## src/rtl/dcache_mem_arbiter_pkg.sv

```systemverilog
// dcache_mem_arbiter_pkg: shared definitions for the DCache memory-port arbiter.
// Response source codes, FSM states, one-hot select bit positions, line/age widths.
package dcache_mem_arbiter_pkg;

  localparam int ARB_LINE_W = 256;
  localparam int ARB_AGE_W  = 4;

  localparam logic [1:0] SRC_WB = 2'd0;
  localparam logic [1:0] SRC_MR = 2'd1;
  localparam logic [1:0] SRC_UC = 2'd2;

  localparam int SEL_WB = 0;
  localparam int SEL_MR = 1;
  localparam int SEL_UC = 2;

  typedef enum logic [1:0] {
    ST_IDLE = 2'd0,
    ST_REQ  = 2'd1,
    ST_WAIT = 2'd2
  } arb_state_e;

endpackage

```

## src/rtl/dcache_arb_pick.sv

```systemverilog
// dcache_arb_pick: combinational priority pick plus write-buffer age counter.
// Ports: clk_i/rst_i (sync, active-high), wb/mr/uc_req_i, wb/mr_tag_i (line tags),
// wb_grant_i (registered WB grant), sel_o (one-hot {UC,MR,WB}). Macro: DCACHE_ARB_AGE_EN.
module dcache_arb_pick
  import dcache_mem_arbiter_pkg::*;
#(
  parameter int TAG_W     = 27,
  parameter int AGE_LIMIT = 15
) (
  input  logic             clk_i,
  input  logic             rst_i,
  input  logic             wb_req_i,
  input  logic             mr_req_i,
  input  logic             uc_req_i,
  input  logic [TAG_W-1:0] wb_tag_i,
  input  logic [TAG_W-1:0] mr_tag_i,
  input  logic             wb_grant_i,
  output logic [2:0]       sel_o
);

  logic aged;
  logic same_line;

`ifdef DCACHE_ARB_AGE_EN
  localparam logic [ARB_AGE_W-1:0] LIM = ARB_AGE_W'(AGE_LIMIT);

  logic [ARB_AGE_W-1:0] age_q;
  logic [ARB_AGE_W-1:0] age_d;

  always_comb begin
    age_d = age_q;
    if (!wb_req_i || wb_grant_i) age_d = '0;
    else if (age_q != LIM) age_d = age_q + 1'b1;
  end

  always_ff @(posedge clk_i) begin
    if (rst_i) age_q <= '0;
    else       age_q <= age_d;
  end

  assign aged = wb_req_i && (age_q == LIM);
`else
  logic unused_age;
  assign unused_age = ^{clk_i, rst_i, wb_grant_i, 1'(AGE_LIMIT)};
  assign aged = 1'b0;
`endif

  // Dirty line must drain before its own refill reads stale memory.
  assign same_line = wb_req_i && mr_req_i && (wb_tag_i == mr_tag_i);

  always_comb begin
    sel_o = '0;
    if (aged || same_line) sel_o[SEL_WB] = 1'b1;
    else if (uc_req_i)     sel_o[SEL_UC] = 1'b1;
    else if (mr_req_i)     sel_o[SEL_MR] = 1'b1;
    else if (wb_req_i)     sel_o[SEL_WB] = 1'b1;
  end

endmodule

```

## src/rtl/dcache_mem_arbiter.sv

```systemverilog
// dcache_mem_arbiter: one-outstanding arbiter of WB drain, MSHR refill and uncached ops
// onto the DCache memory port. Ports: Wb*/Mr*/Uc* requests + grants, Mem* request/response
// toward the AXI bridge, Resp* completion. Clk, Rest (sync, active-high). Macro: DCACHE_ARB_AGE_EN.
module dcache_mem_arbiter
  import dcache_mem_arbiter_pkg::*;
#(
  parameter int ADDR_W    = 32,
  parameter int LINE_W    = ARB_LINE_W,
  parameter int PTR_W     = 3,
  parameter int AGE_LIMIT = 15
) (
  input  logic              Clk,
  input  logic              Rest,
  input  logic              WbReqAble,
  input  logic [ADDR_W-1:0] WbReqAddr,
  input  logic [LINE_W-1:0] WbReqDate,
  input  logic [PTR_W-1:0]  WbReqPtr,
  output logic              WbGrant,
  input  logic              MrReqAble,
  input  logic [ADDR_W-1:0] MrReqAddr,
  input  logic [PTR_W-1:0]  MrReqPtr,
  output logic              MrGrant,
  input  logic              UcReqAble,
  input  logic              UcReqWrite,
  input  logic [ADDR_W-1:0] UcReqAddr,
  input  logic [31:0]       UcReqDate,
  input  logic [3:0]        UcReqStrb,
  input  logic [PTR_W-1:0]  UcReqPtr,
  output logic              UcGrant,
  output logic              MemReqAble,
  output logic              MemReqWrite,
  output logic              MemUncache,
  output logic [ADDR_W-1:0] MemReqAddr,
  output logic [3:0]        MemReqStrb,
  output logic [LINE_W-1:0] MemWDate,
  input  logic              MemShankhand,
  input  logic              MemRespAble,
  input  logic [LINE_W-1:0] MemRespDate,
  output logic              RespAble,
  output logic [1:0]        RespSrc,
  output logic [PTR_W-1:0]  RespPtr,
  output logic [LINE_W-1:0] RespDate
);

  arb_state_e       state_q;
  logic [2:0]       sel;
  logic [1:0]       src_q;
  logic [PTR_W-1:0] ptr_q;

  dcache_arb_pick #(
    .TAG_W     (ADDR_W-5),
    .AGE_LIMIT (AGE_LIMIT)
  ) u_pick (
    .clk_i      (Clk),
    .rst_i      (Rest),
    .wb_req_i   (WbReqAble),
    .mr_req_i   (MrReqAble),
    .uc_req_i   (UcReqAble),
    .wb_tag_i   (WbReqAddr[ADDR_W-1:5]),
    .mr_tag_i   (MrReqAddr[ADDR_W-1:5]),
    .wb_grant_i (WbGrant),
    .sel_o      (sel)
  );

  always_ff @(posedge Clk) begin
    if (Rest) begin
      state_q     <= ST_IDLE;
      WbGrant     <= 1'b0;
      MrGrant     <= 1'b0;
      UcGrant     <= 1'b0;
      MemReqAble  <= 1'b0;
      MemReqWrite <= 1'b0;
      MemUncache  <= 1'b0;
      MemReqAddr  <= '0;
      MemReqStrb  <= '0;
      MemWDate    <= '0;
      RespAble    <= 1'b0;
      RespSrc     <= '0;
      RespPtr     <= '0;
      RespDate    <= '0;
      src_q       <= '0;
      ptr_q       <= '0;
    end else begin
      WbGrant  <= 1'b0;
      MrGrant  <= 1'b0;
      UcGrant  <= 1'b0;
      RespAble <= 1'b0;
      unique case (state_q)
        ST_IDLE: begin
          if (|sel) begin
            state_q    <= ST_REQ;
            MemReqAble <= 1'b1;
            unique case (1'b1)
              sel[SEL_WB]: begin
                WbGrant     <= 1'b1;
                src_q       <= SRC_WB;
                ptr_q       <= WbReqPtr;
                MemReqWrite <= 1'b1;
                MemUncache  <= 1'b0;
                MemReqAddr  <= WbReqAddr;
                MemReqStrb  <= 4'hF;
                MemWDate    <= WbReqDate;
              end
              sel[SEL_MR]: begin
                MrGrant     <= 1'b1;
                src_q       <= SRC_MR;
                ptr_q       <= MrReqPtr;
                MemReqWrite <= 1'b0;
                MemUncache  <= 1'b0;
                MemReqAddr  <= MrReqAddr;
                MemReqStrb  <= 4'hF;
                MemWDate    <= '0;
              end
              sel[SEL_UC]: begin
                UcGrant     <= 1'b1;
                src_q       <= SRC_UC;
                ptr_q       <= UcReqPtr;
                MemReqWrite <= UcReqWrite;
                MemUncache  <= 1'b1;
                MemReqAddr  <= UcReqAddr;
                MemReqStrb  <= UcReqStrb;
                MemWDate    <= LINE_W'(UcReqDate);
              end
              default: ;
            endcase
          end
        end
        ST_REQ: begin
          if (MemShankhand) begin
            MemReqAble <= 1'b0;
            state_q    <= ST_WAIT;
          end
        end
        ST_WAIT: begin
          if (MemRespAble) begin
            RespAble <= 1'b1;
            RespSrc  <= src_q;
            RespPtr  <= ptr_q;
            // Writes return no data; uncached reads carry one 32-bit beat.
            if (MemReqWrite)     RespDate <= '0;
            else if (MemUncache) RespDate <= LINE_W'(MemRespDate[31:0]);
            else                 RespDate <= MemRespDate;
            state_q <= ST_IDLE;
          end
        end
        default: state_q <= ST_IDLE;
      endcase
    end
  end

endmodule

```

## config.mk

```make
export PLATFORM = sky130hd
export DESIGN_NAME = dcache_mem_arbiter
export DESIGN_NICKNAME = d
export VERILOG_FILES = /design/src/rtl/dcache_mem_arbiter_pkg.sv /design/src/rtl/dcache_arb_pick.sv /design/src/rtl/dcache_mem_arbiter.sv
export SDC_FILE = /design/constraint.sdc
export NUM_CORES = 1
export LEC_CHECK = 0
export CAP_MARGIN = 5
export CORE_AREA = 10 10 474 476
export CTS_CLUSTER_DIAMETER = 100
export DETAILED_ROUTE_END_ITERATION = 7
export DIE_AREA = 0 0 484 486
export PLACE_DENSITY = 0.3
export SYNTH_ARGS = -nofsm -noshare
export SYNTH_HDL_FRONTEND = slang
export SYNTH_HIERARCHICAL = 1
export SYNTH_SLANG_ARGS = --single-unit
```

## constraint.sdc

```tcl
create_clock -name Clk -period 3 [get_ports Clk]
set_input_delay 0.3 -clock Clk [delete_from_list [all_inputs] [get_ports Clk]]
set_output_delay 0.3 -clock Clk [all_outputs]
set_load 0.1 [all_outputs]
```

After elaboration in Yosys (flattened, before gate mapping)
Cells that the tools add are included.
{ "word_totals": {"regBits": 567, "inputBits": 661, "output_inout_bits": 560, "wordCells": 67} }
{ "classes": {"eq_ne": 6, "mux": 27, "bitwise": 3, "n_reduce_logical": 15} }
{ "ops": {"columns": ["op", "count"], "rows": [
  ["$pmux 256 s3", 1],
  ["$mux 256", 2],
  ["$pmux 32 s3", 1],
  ["$eq 27x27->1", 1],
  ["$pmux 2 s3", 2],
  ["$reduce_and 3->1", 4],
  ["$mux 1", 11],
  ["$mux 2", 5],
  ["$pmux 3 s3", 1],
  ["$pmux 4 s2", 1],
  ["$ne 2x2->1 const B", 3],
  ["$reduce_or 3->1", 2],
  ["$pmux 1 s2", 2],
  ["$reduce_bool 2->1", 2],
  ["$reduce_or 2->1", 2],
  ["$not 1->1", 3],
  ["$pmux 1 s3", 1],
  ["$reduce_bool 3->1", 1],
  ["$eq 2x1->1 const B", 1],
  ["$eq 2x2->1 const B", 1],
  ["$logic_and 1x1->1", 2],
  ["$logic_not 2->1", 1],
  ["$reduce_and 2->1", 1]
]} }

Logic depth before layout (Yosys ltp)
Gate-level depths: netlist of the first run.
{ "depth": {"word_depth": 7, "ltp_mapped": 11, "depth_no_buf": 7} }

Hierarchy
The synthesis of the first run kept the hierarchy.
{ "modules_own_cells": {"columns": ["mod", "n_inst", "cells_each", "area_per_inst_um2", "seq_area_each_um2"], "rows": [
  ["dcache_mem_arbiter", 1, 1677, 18810.5, 11350.9],
  ["dcache_arb_pick", 1, 42, 335.3, 0.0]
]} }

Least setup slack after synthesis of the first run
Ideal clock, no wire load.
{ "synth_timing": {"kind": "in2reg", "from": "input MrReqAddr[23]", "to": "register MemWDate[136]", "setup_time_ps": 62, "arrival_time_ps": 2703, "t_required_ps": 2938, "slack_ps": 234, "stages": 11, "path_buffers": 4, "cell_sequence": "xor2_1 or4_1 nor4_2 a21boi_0 buf_2 or3_1 buf_2 a21oi_4 buf_6 buf_4 a22o_1"} }
{ "synth_between": {"elab_chain_cells": 5, "word_cells_on_any_way": 8, "cone_classes": "eq/ne (1); mux (3); reduce/logical (4)"} }
{ "synth_rtl": {"columns": ["item", "line_no", "source"], "rows": [
  ["start, declared", "dcache_mem_arbiter.sv:20", "input logic [ADDR_W-1:0] MrReqAddr,"],
  ["$eq 27x27->1 *", "dcache_arb_pick.sv:49", "assign same_line = wb_req_i && mr_req_i && (wb_tag_i == mr_tag_i);"],
  ["$logic_and 1x1->1 *", "dcache_arb_pick.sv:49", null],
  ["$mux 2 *", "dcache_arb_pick.sv:53", "if (aged || same_line) sel_o[SEL_WB] = 1'b1;"],
  ["net sel[2]", "dcache_mem_arbiter.sv:46", "logic [2:0] sel;"],
  ["$reduce_bool 3->1 (no source line) or $reduce_or 3->1 (tied branches)", null, null],
  ["$reduce_and 3->1 (no source line)", null, null],
  ["end signal, assigned", "dcache_mem_arbiter.sv:102", "MemWDate <= WbReqDate;"],
  ["end signal, assigned", "dcache_mem_arbiter.sv:122", "MemWDate <= LINE_W'(UcReqDate);"],
  ["end, declared", "dcache_mem_arbiter.sv:35", "output logic [LINE_W-1:0] MemWDate,"]
]} }
Mark *: on every way through the listed nets, which the timed path passes. The rest lies on a longest branch.
A chain may end at the register's enable or synchronous reset.

Final worst setup path of the first run
{ "layout_timing": {"from": "input WbReqAddr[25]", "to": "register MemWDate[108]"} }
{ "layout_between": {"elab_chain_cells": 5, "word_cells_on_any_way": 8, "cone_classes": "eq/ne (1); mux (3); reduce/logical (4)"} }
{ "layout_rtl": {"columns": ["item", "line_no", "source"], "rows": [
  ["start, declared", "dcache_mem_arbiter.sv:15", "input logic [ADDR_W-1:0] WbReqAddr,"],
  ["$eq 27x27->1 *", "dcache_arb_pick.sv:49", null],
  ["$logic_and 1x1->1 *", "dcache_arb_pick.sv:49", null],
  ["$mux 1 *", "dcache_arb_pick.sv:53", null],
  ["net sel[0]", "dcache_mem_arbiter.sv:46", null],
  ["$reduce_bool 3->1 (no source line) or $reduce_or 3->1 (tied branches)", null, null],
  ["$reduce_and 3->1 (no source line)", null, null]
]} }
Marks and branches as above.

==> qor.yml, run 1 <==
setup_path:
  arrival_ns: 3.39
  crit_required_ns: 3.63
  critical_path_class: "in -> reg"
  start_kind: "primary input"
  endpoint_kind: "flip-flop"
  critPathMaxFanout: 23
drt:
  drtIter0Drc: 1133
  met3_length_um: 23300
  met2WireLength_um: 79900
  via_per_inst: 3.43
  remaining_drc_errors: 0
  ant_nets: 0
  wl_per_cell_um: 28.9
  routed_wl_um: 170000
  vias: 20300
  top_layer_used: "met5"
  firstDrtPassIters: 5
  wl_met1_um: 63400
flow_run:
  maxCapViolCount: 0
clocking:
  clkSinkCount: 567
  clk_pin_slew_ns: 0.06
  cts_made_buffers: 82
  postCtsSetupBuffers: 0
  clock_path_buffers: 3
  cts_tree: "built"
  clk_latency_ns: 0.71
  htree_levels: 3
  ctsResizeCount: 0
  cts_root_buf: "clkbuf_16"
  holdBufCountCts: 1
layout:
  drive_gt1_share_pct: 27.8
  area_growth_pct: 93.3
  layout.nets: 3628
  fillerInstances: 24000
  final_area_um2: 37000
synth:
  yosys.area_share.simple_pct: 4.19
  ys_ff_latch: 567
  synth_xor_area_share_pct: 1.24
  syn-num-nets: 2380
  yosysSeqAreaShare_pct: 59.3
  synthAdderAreaFrac_pct: 0
  synth_top_family_by_area: "compound AO/OA/AOI/OAI gates"
  synth.largest_area_cell: "dfxtp_1"
  syn_area_per_cell_um2: 11.1
  synth.yosys.warnings: 6
  ys_top_cells_by_area: "dfxtp_1 (59%), a22o_1 (18%), a21oi_1 (4.1%)"
  synthCells: 1719
  synth_top_area_share_pct: 59.3
  syn-cell-area_um2: 19100
  synthMuxAreaShare_pct: 0
  synth.distinct_cells: 40
  synth_compound_area_share_pct: 30.6
grt:
  grt_use_total_pct: 13.7
  grt_pass1_wl_um: 219000
  grt_pass1_vias: 20700
  grt_overflow: 0
  antenna_found_initial: 114
  grt_start_max_net_pins: 116
pwr:
  power.switching_mw: 6.97
  swShare_pct: 31.3
  internal-power_mw: 15.3
  comb_power_share_pct: 18.7
  p_seq_share_pct: 35.4
  ir_drop_mv: 0.355
  power_density_nw_per_um2: 602
  p_clk_share_pct: 45.9
  p_leak_nw: 14.4
timing:
  tns_ns: 0
  rsz0062_at_grt: "false"
  hold_viol: 0
  maxSlewViolCount: 0
  worst_pin_slew_ns: 0.821
  finalCritPeriodShare_pct: 91.8
  max_freq_mhz: 363
  finalSetupViolCount: 0
  slew_headroom_pct: 45.3
  holdWs_ns: 0.150
  period_needed_ns: 2.75
  finClkSkew_ns: 0.0551
hold_path:
  hold_path.class: "in -> reg"
placement:
  placed_area_um2: 34200
  routabilityCongestion: 0.828
  io_buffers: 1220
  dp_hpwl_um: 142000
floorplanning:
  die-area_um2: 235000
  die_w_um: 484
  rows: 171
  initial_utilization_pct: 8.88
  die_h_um: 486
  pin_count: 1221
  core_um2: 216000
status:
  status: "finished, final reports clean"
==> synth_stat cells <==
| cell | instances |
|---|---|
| nor4_2 | 2 |
| nor2_1 | 8 |
| buf_1 | 8 |
| nand3b_4 | 1 |
| a311oi_1 | 35 |
| nor3_1 | 3 |
| o21ai_1 | 1 |
| dfxtp_1 | 567 |
| a211oi_1 | 33 |
| a2111oi_0 | 1 |
| nor4_4 | 1 |
| a21oi_1 | 155 |
| nand2_1 | 50 |
| o221a_2 | 4 |
| nor2_2 | 1 |
| and4_1 | 1 |
| a21oi_4 | 1 |
| a22o_1 | 403 |
| a31o_2 | 1 |
| and3_1 | 2 |
| or2_2 | 1 |
| nand4_1 | 6 |
| buf_6 | 13 |
| buf_4 | 2 |
| nand3_1 | 77 |
| and3b_1 | 1 |
| o21ai_0 | 78 |
| a22o_2 | 1 |
| inv_1 | 1 |
| clkbuf_1 | 79 |
| nand2b_1 | 1 |
| xnor2_1 | 24 |
| buf_2 | 82 |
| or4_1 | 1 |
| nand3b_1 | 1 |
| or3_1 | 1 |
| a21boi_0 | 1 |
| xor2_1 | 3 |
| nor3_2 | 1 |
| a22oi_1 | 67 |
==> power by group through the flow <==
stage	clock network, mW	registers [mW]	logic [mW]
2_1_floorplan	0	9.43	0.742
3_3_place_gp	0	8.05	4.23
3_5_place_dp	0	8.05	4.22
4_1_cts	10.7	7.89	4.23
5_1_grt	10.9	7.91	4.34
6_report	10.2	7.89	4.16
==> state kept, by name (all words and copies together), names as in the netlist <==
signal and count:
MemWDate 256, RespDate 256, MemReqAddr 32, MemReqStrb 4
RespPtr 3, ptr_q 3, RespSrc 2, src_q 2
state_q 2, MemReqAble 1, MemReqWrite 1, MemUncache 1
MrGrant 1, RespAble 1, UcGrant 1, WbGrant 1
==> final timing paths <==
check / from / endpoint / slack [ns] / depth (start not counted)
worst min register to register: ptr_q[0] / RespPtr[0] / 0.45 / 2
worst max-delay path: WbReqAddr[25] / MemWDate[108] / 0.25 / 12
worst min-delay path: WbReqDate[229] / MemWDate[229] / 0.15 / 3
worst max register to register: state_q[1] / RespDate[79] / 0.89 / 5
==> logic make-up (layout without fill, tap and decap cells) <==
group                     count (synthesis)  count (layout)
DFF                                     567             567
other                                     0              19
and+or+nand+nor                         159             159
buffers and inverters                   185            1497
AOI/OAI and AO/OA                       781             781
xor gates and xnor gates                 27              27
==> cell usage in the layout, fill, tap and decap left out, drive strengths merged, types with 35 or more instances in the layout <==
master / n
buf: 688
clkdlybuf4s50: 659
dfxtp: 567
a22o: 404
a21oi: 156
clkbuf: 120
o21ai: 79
nand3: 77
a22oi: 67
nand2: 50
a311oi: 35
==> metrics by stage <==
stage                     worst slack [ns]  total power [mW]  cells  util, %
after floorplan                      0.234              10.2   1719        -
after global placement              -0.536              12.3   5736     15.8
after detailed placement            -0.581              12.3   5736     15.8
after CTS                            0.211              22.8   5885     17.1
after global routing                0.0821              23.2   5892     17.1
final                                0.247              22.3   5904     17.2
==> layout make-up <==
| class | count | area [um^2] | share of cell area (%) |
|---|---|---|---|
| tap | 2854 | 3570 | 9.65 |
| sequential | 567 | 11400 | 30.7 |
| timing repair buffer | 1348 | 12300 | 33.2 |
| multi-input combinational | 967 | 6980 | 18.9 |
| clock buffer | 120 | 2450 | 6.62 |
| inverter | 1 | 3.75 | 0.0101 |
| antenna | 19 | 47.5 | 0.128 |
| clock inverter | 28 | 342 | 0.923 |
==> critical path, stage by stage <==
cell and delay [ns]:
clkdlybuf4s50_1 0.50, xor2_1 0.57, or4_1 0.22, nor4_2 0.05, buf_4 0.15, buf_4 0.13, a22o_4 0.27, or3_4 0.41
a21oi_4 0.20, buf_12 0.18, buf_12 0.20, a22o_1 0.15
==> metal layers <==
layer	vias to the layer above	global-route usage (%)
met5	-	0
met1	9630	14.5
met2	1135	22.9
met3	271	8.68
met4	58	3.38
li1	9160	-
No activity file was read; power rests on OpenSTA's default activity.
==> run 2: changes to the inputs <==
REMOVE_ABC_BUFFERS = 1   (was not set)
==> qor.yml, run 2 (same netlist as run 1, synthesis figures left out) <==
floorplanning:
  pin_count: 1221
  die_h_um: 486
  initial_utilization_pct: 8.88
  die_w_um: 484
  core_um2: 216000
  rows: 171
  die-area_um2: 235000
grt:
  grt_pass1_wl_um: 217000
  grt_start_max_net_pins: 78
  grt_use_total_pct: 13.5
  grt_overflow: 0
  antenna_found_initial: 137
  grt_pass1_vias: 21000
drt:
  firstDrtPassIters: 5
  via_per_inst: 3.42
  remaining_drc_errors: 0
  wl_per_cell_um: 28.4
  drtIter0Drc: 1109
  routed_wl_um: 168000
  ant_nets: 0
  vias: 20200
setup_path:
  crit_chain: "clkdlybuf4s50_1 -> xor2_1 -> or4_1 -> nor4_2 -> buf_4 -> a21boi_4 -> or3_4 -> a21oi_4 -> buf_12 -> buf_4 -> a22o_1"
  critPathMaxStageDelay_ns: 0.57
  endpoint_kind: "flip-flop"
  r2r-start: "state_q[0]"
  start_kind: "primary input"
  arrival_ns: 3.28
  critical_path_class: "in -> reg"
  crit_top_cell: "buf_4"
  crit_start: "WbReqAddr[23]"
  ff2ff_path_depth: 5
  slowest_stage: "or4_1"
  crit_required_ns: 3.62
  critPathMaxFanout: 14
placement:
  post-place-cells: 5729
  dpl_worst_slack_ns: -0.422
  routabilityCongestion: 0.782
  dp_hpwl_um: 139000
  io_buffers: 1220
layout:
  reg.largest.list: "MemWDate: 256 flops, RespDate: 256 flops, MemReqAddr: 32 flops"
  drive_gt1_share_pct: 27.8
  final_cell_mix: "clkdlybuf4s50_1 (659), buf_4 (641), dfxtp_1 (567), a22o_1 (403), a21oi_1 (154)"
  layout.nets: 3624
  multiInputGateArea_um2: 6980
  area_growth_pct: 93.7
  seq_area_um2: 11400
  fin_cells: 5908
  final_common_cell: "clkdlybuf4s50_1"
  fillerInstances: 24100
clocking:
  clock_path_buffers: 3
  clk_pin_slew_ns: 0.06
  clkSinkCount: 567
  cts_tree: "built"
  cts_made_buffers: 85
  cts_root_buf: "clkbuf_16"
  clk_latency_ns: 0.70
  htree_levels: 3
timing:
  tns_ns: 0
  rsz0062_at_grt: "false"
  finalCritPeriodShare_pct: 88.4
  period_needed_ns: 2.65
  worst_pin_slew_ns: 0.945
  max_freq_mhz: 377
  holdWs_ns: 0.161
  slew_headroom_pct: 37.0
  hold_viol: 0
  finalSetupViolCount: 0
  maxSlewViolCount: 0
  finClkSkew_ns: 0.0290
  setup_slack_ns: 0.348
pwr:
  p_leak_nw: 14.4
  power_density_nw_per_um2: 610
  ir_drop_mv: 0.440
  power_mw: 22.6
hold_path:
  min_path_cells: 3
  hold_path.class: "in -> reg"
  hp-start: "WbReqDate[233]"
flow_run:
  maxCapViolCount: 0
status:
  status: "finished, final reports clean"
run 2: changes by cell type in the layout (fill, tap and decap cells not counted), sizes merged:
cell | previous run | this run
buf | 688 | 681
clkbuf | 120 | 122
clkinv | 15 | 17
diode | 19 | 25
inv | 5 | 6
run 2: area by class of cell:
type / count / area share, %
diodes: 25 / 0.169
clock buffers: 122 / 6.79
clock inverters: 31 / 1.13
inverters: 1 / 0.0101
multi-input cells: 967 / 18.8
flip-flops and latches: 567 / 30.6
well taps: 2854 / 9.63
repair buffers: 1341 / 32.8
run 2: routing by layer:
metal  share of wire [%]  global-route usage, %  routed length (um)
met3                  13                   8.06               21300
met1                  37                   14.5               62900
met2                  46                   22.0               77400
met4                 3.3                   4.73                5580
met5                0.46                      0                 774
run 2: worst max-delay path, delay by kind of cell:
| kind | cells | cell delay (ns) |
|---|---|---|
| XOR/XNOR | 1 | 0.16 |
| buffers and inverters | 4 | 1.06 |
| AO/OA/AOI/OAI | 3 | 0.44 |
| AND/OR/NAND/NOR | 3 | 1.29 |
run 2: stage by stage:
stage	util, %	cell area (um^2)
detailed placement	15.8	34100
floorplan	-	18200
finish	17.2	37100
global placement	15.8	34100
CTS	17.2	37000
global route	17.2	37000
run 2: power by group:
part           switching, mW  internal [mW]  total, mW
clock network           4.33           6.31       10.6
registers              0.151           7.74       7.90
logic                   2.63           1.45       4.07
total                   7.11           15.5       22.6
run 2: worst paths after layout:
kind	endpoint	slack (ns)
setup / recovery	MemWDate[61]	0.35
hold / removal	MemWDate[233]	0.16
setup reg to reg	RespDate[170]	0.84
hold reg to reg	RespPtr[1]	0.45
run 2: timing repair:
action | 4_1_cts | 5_1_grt
resized for setup | 0 | 0
hold endpoints to repair | 11 | 0
setup endpoints to repair | 0 | 0
buffers inserted | 0 | 0
hold buffers | 1 | 0
==> run 3: changes to the inputs <==
HOLD_SLACK_MARGIN = 0.15   (was not set)
==> qor.yml, run 3 (same netlist as run 1, synthesis figures left out) <==
layout:
  final_area_um2: 41300
  area_growth_pct: 116
  drive_gt1_share_pct: 24.5
  final_cell_mix: "clkdlybuf4s50_1 (659), buf_4 (642), dfxtp_1 (567), dlygate4sd3_1 (417), a22o_1 (403)"
  seq_area_um2: 11400
  multiInputGateArea_um2: 6990
  final_common_cell: "clkdlybuf4s50_1"
  fillerInstances: 23900
  reg.largest.list: "MemWDate: 256 flops, RespDate: 256 flops, MemReqAddr: 32 flops"
  layout.nets: 4041
timing:
  finalSetupViolCount: 0
  slew_headroom_pct: 36.3
  hold_viol: 0
  holdWs_ns: 0.232
  setup_slack_ns: 0.124
  tns_ns: 0
  period_needed_ns: 2.88
  maxSlewViolCount: 0
  worst_pin_slew_ns: 0.956
  rsz0062_at_grt: "false"
  finalCritPeriodShare_pct: 95.9
  max_freq_mhz: 348
  finClkSkew_ns: 0.0294
pwr:
  p_clk_share_pct: 46.0
  p_leak_nw: 16.2
  power_mw: 23.2
  power_density_nw_per_um2: 561
  ir_drop_mv: 0.436
  p_seq_share_pct: 34.1
  comb_power_share_pct: 19.9
  power.switching_mw: 7.29
  swShare_pct: 31.5
  internal-power_mw: 15.9
clocking:
  cts_tree: "built"
  cts_made_buffers: 85
  clkSinkCount: 567
  htree_levels: 3
  clk_latency_ns: 0.70
  clock_path_buffers: 3
  clk_pin_slew_ns: 0.06
  cts_root_buf: "clkbuf_16"
floorplanning:
  die_w_um: 484
  die_h_um: 486
  rows: 171
  pin_count: 1221
  initial_utilization_pct: 8.88
  die-area_um2: 235000
  core_um2: 216000
drt:
  drtIter0Drc: 1112
  firstDrtPassIters: 5
  wl_per_cell_um: 26.7
  routed_wl_um: 169000
  vias: 21600
  via_per_inst: 3.41
  remaining_drc_errors: 0
  ant_nets: 0
setup_path:
  crit_chain: "dlygate4sd3_1 -> clkdlybuf4s50_1 -> xnor2_2 -> nand4_1 -> nor3_1 -> buf_4 -> a21boi_4 -> buf_12 -> nor4_4 -> buf_12 -> buf_12 -> nand3_1 -> a21oi_1"
  slowest_stage: "dlygate4sd3_1"
  arrival_ns: 3.51
  critical_path_class: "in -> reg"
  critPathMaxFanout: 36
  crit_top_cell: "buf_12"
  start_kind: "primary input"
  critPathMaxStageDelay_ns: 0.55
  endpoint_kind: "flip-flop"
  crit_required_ns: 3.63
status:
  status: "finished, final reports clean"
grt:
  grt_start_max_net_pins: 78
  grt_pass1_wl_um: 223000
  antenna_found_initial: 112
  grt_use_total_pct: 13.7
  grt_pass1_vias: 23100
  grt_overflow: 0
placement:
  placed_area_um2: 34100
  dpl_worst_slack_ns: -0.422
  io_buffers: 1220
  routabilityCongestion: 0.782
  dp_hpwl_um: 139000
hold_path:
  hold_path.class: "in -> reg"
flow_run:
  maxCapViolCount: 0
[run 3: changes by cell type in the layout (fill, tap and decap cells not counted), sizes merged]
cell,previous run,this run
diode,25,40
buf,681,682
dlygate4sd3,1,417
[run 3: per-stage QoR]
step,util [%],cells
floorplan,-,1535
global placement,15.8,5729
detailed placement,15.8,5729
CTS,19.1,6299
global route,19.1,6325
finish,19.2,6340
[run 3: worst paths after layout]
| kind | start | endpoint | slack [ns] | cells past startpoint |
|---|---|---|---|---|
| min reg2reg | ptr_q[2] | RespPtr[2] | 0.45 | 2 |
| max reg2reg | state_q[0] | RespDate[3] | 0.85 | 5 |
| max | WbReqAddr[24] | MemWDate[255] | 0.12 | 13 |
| min | WbReqDate[158] | MemWDate[158] | 0.23 | 2 |
[run 3: timing repair]
action / CTS / global route
endpoints found under the hold margin: 426 / 0
buffers inserted: 0 / 1
gates resized for setup: 0 / 1
hold buffers: 417 / 0
endpoints found under the setup margin: 0 / 108
[run 3: power groups by stage]
stage | Sequential (mW) | Clock [mW] | Combinational (mW)
after CTS | 7.90 | 11.1 | 4.70
after floorplan | 9.44 | 0 | 0.619
after global placement | 8.06 | 0 | 4.15
after global routing | 7.91 | 11.3 | 4.84
final | 7.90 | 10.6 | 4.61
after detailed placement | 8.06 | 0 | 4.14
[run 3: routing by layer]
metal / routed length (um) / global-route usage, % / share of wire (%) / up-vias
met5: 438 / 0 / 0.26 / -
met4: 6440 / 5.46 / 3.8 / 72
met3: 17000 / 6.35 / 10 / 283
met2: 77500 / 22.0 / 46 / 1029
met1: 67900 / 15.7 / 40 / 10300
li1: - / - / - / 9996
[run 3: final cells by class]
type	count	share of cell area [%]
repair buffers	1758	39.6
clock inverters	31	1.01
flip-flops and latches	567	27.5
diodes	40	0.242
inverters	1	0.00909
clock buffers	122	6.10
multi-input cells	967	16.9
well taps	2854	8.65
[run 3: worst max-delay path: cells and delay by family]
kind / cells / cell delay (ns)
buffers and inverters: 6 / 1.79
and+or+nand+nor: 4 / 0.89
AOI/OAI and AO/OA: 2 / 0.27
xor gates and xnor gates: 1 / 0.20
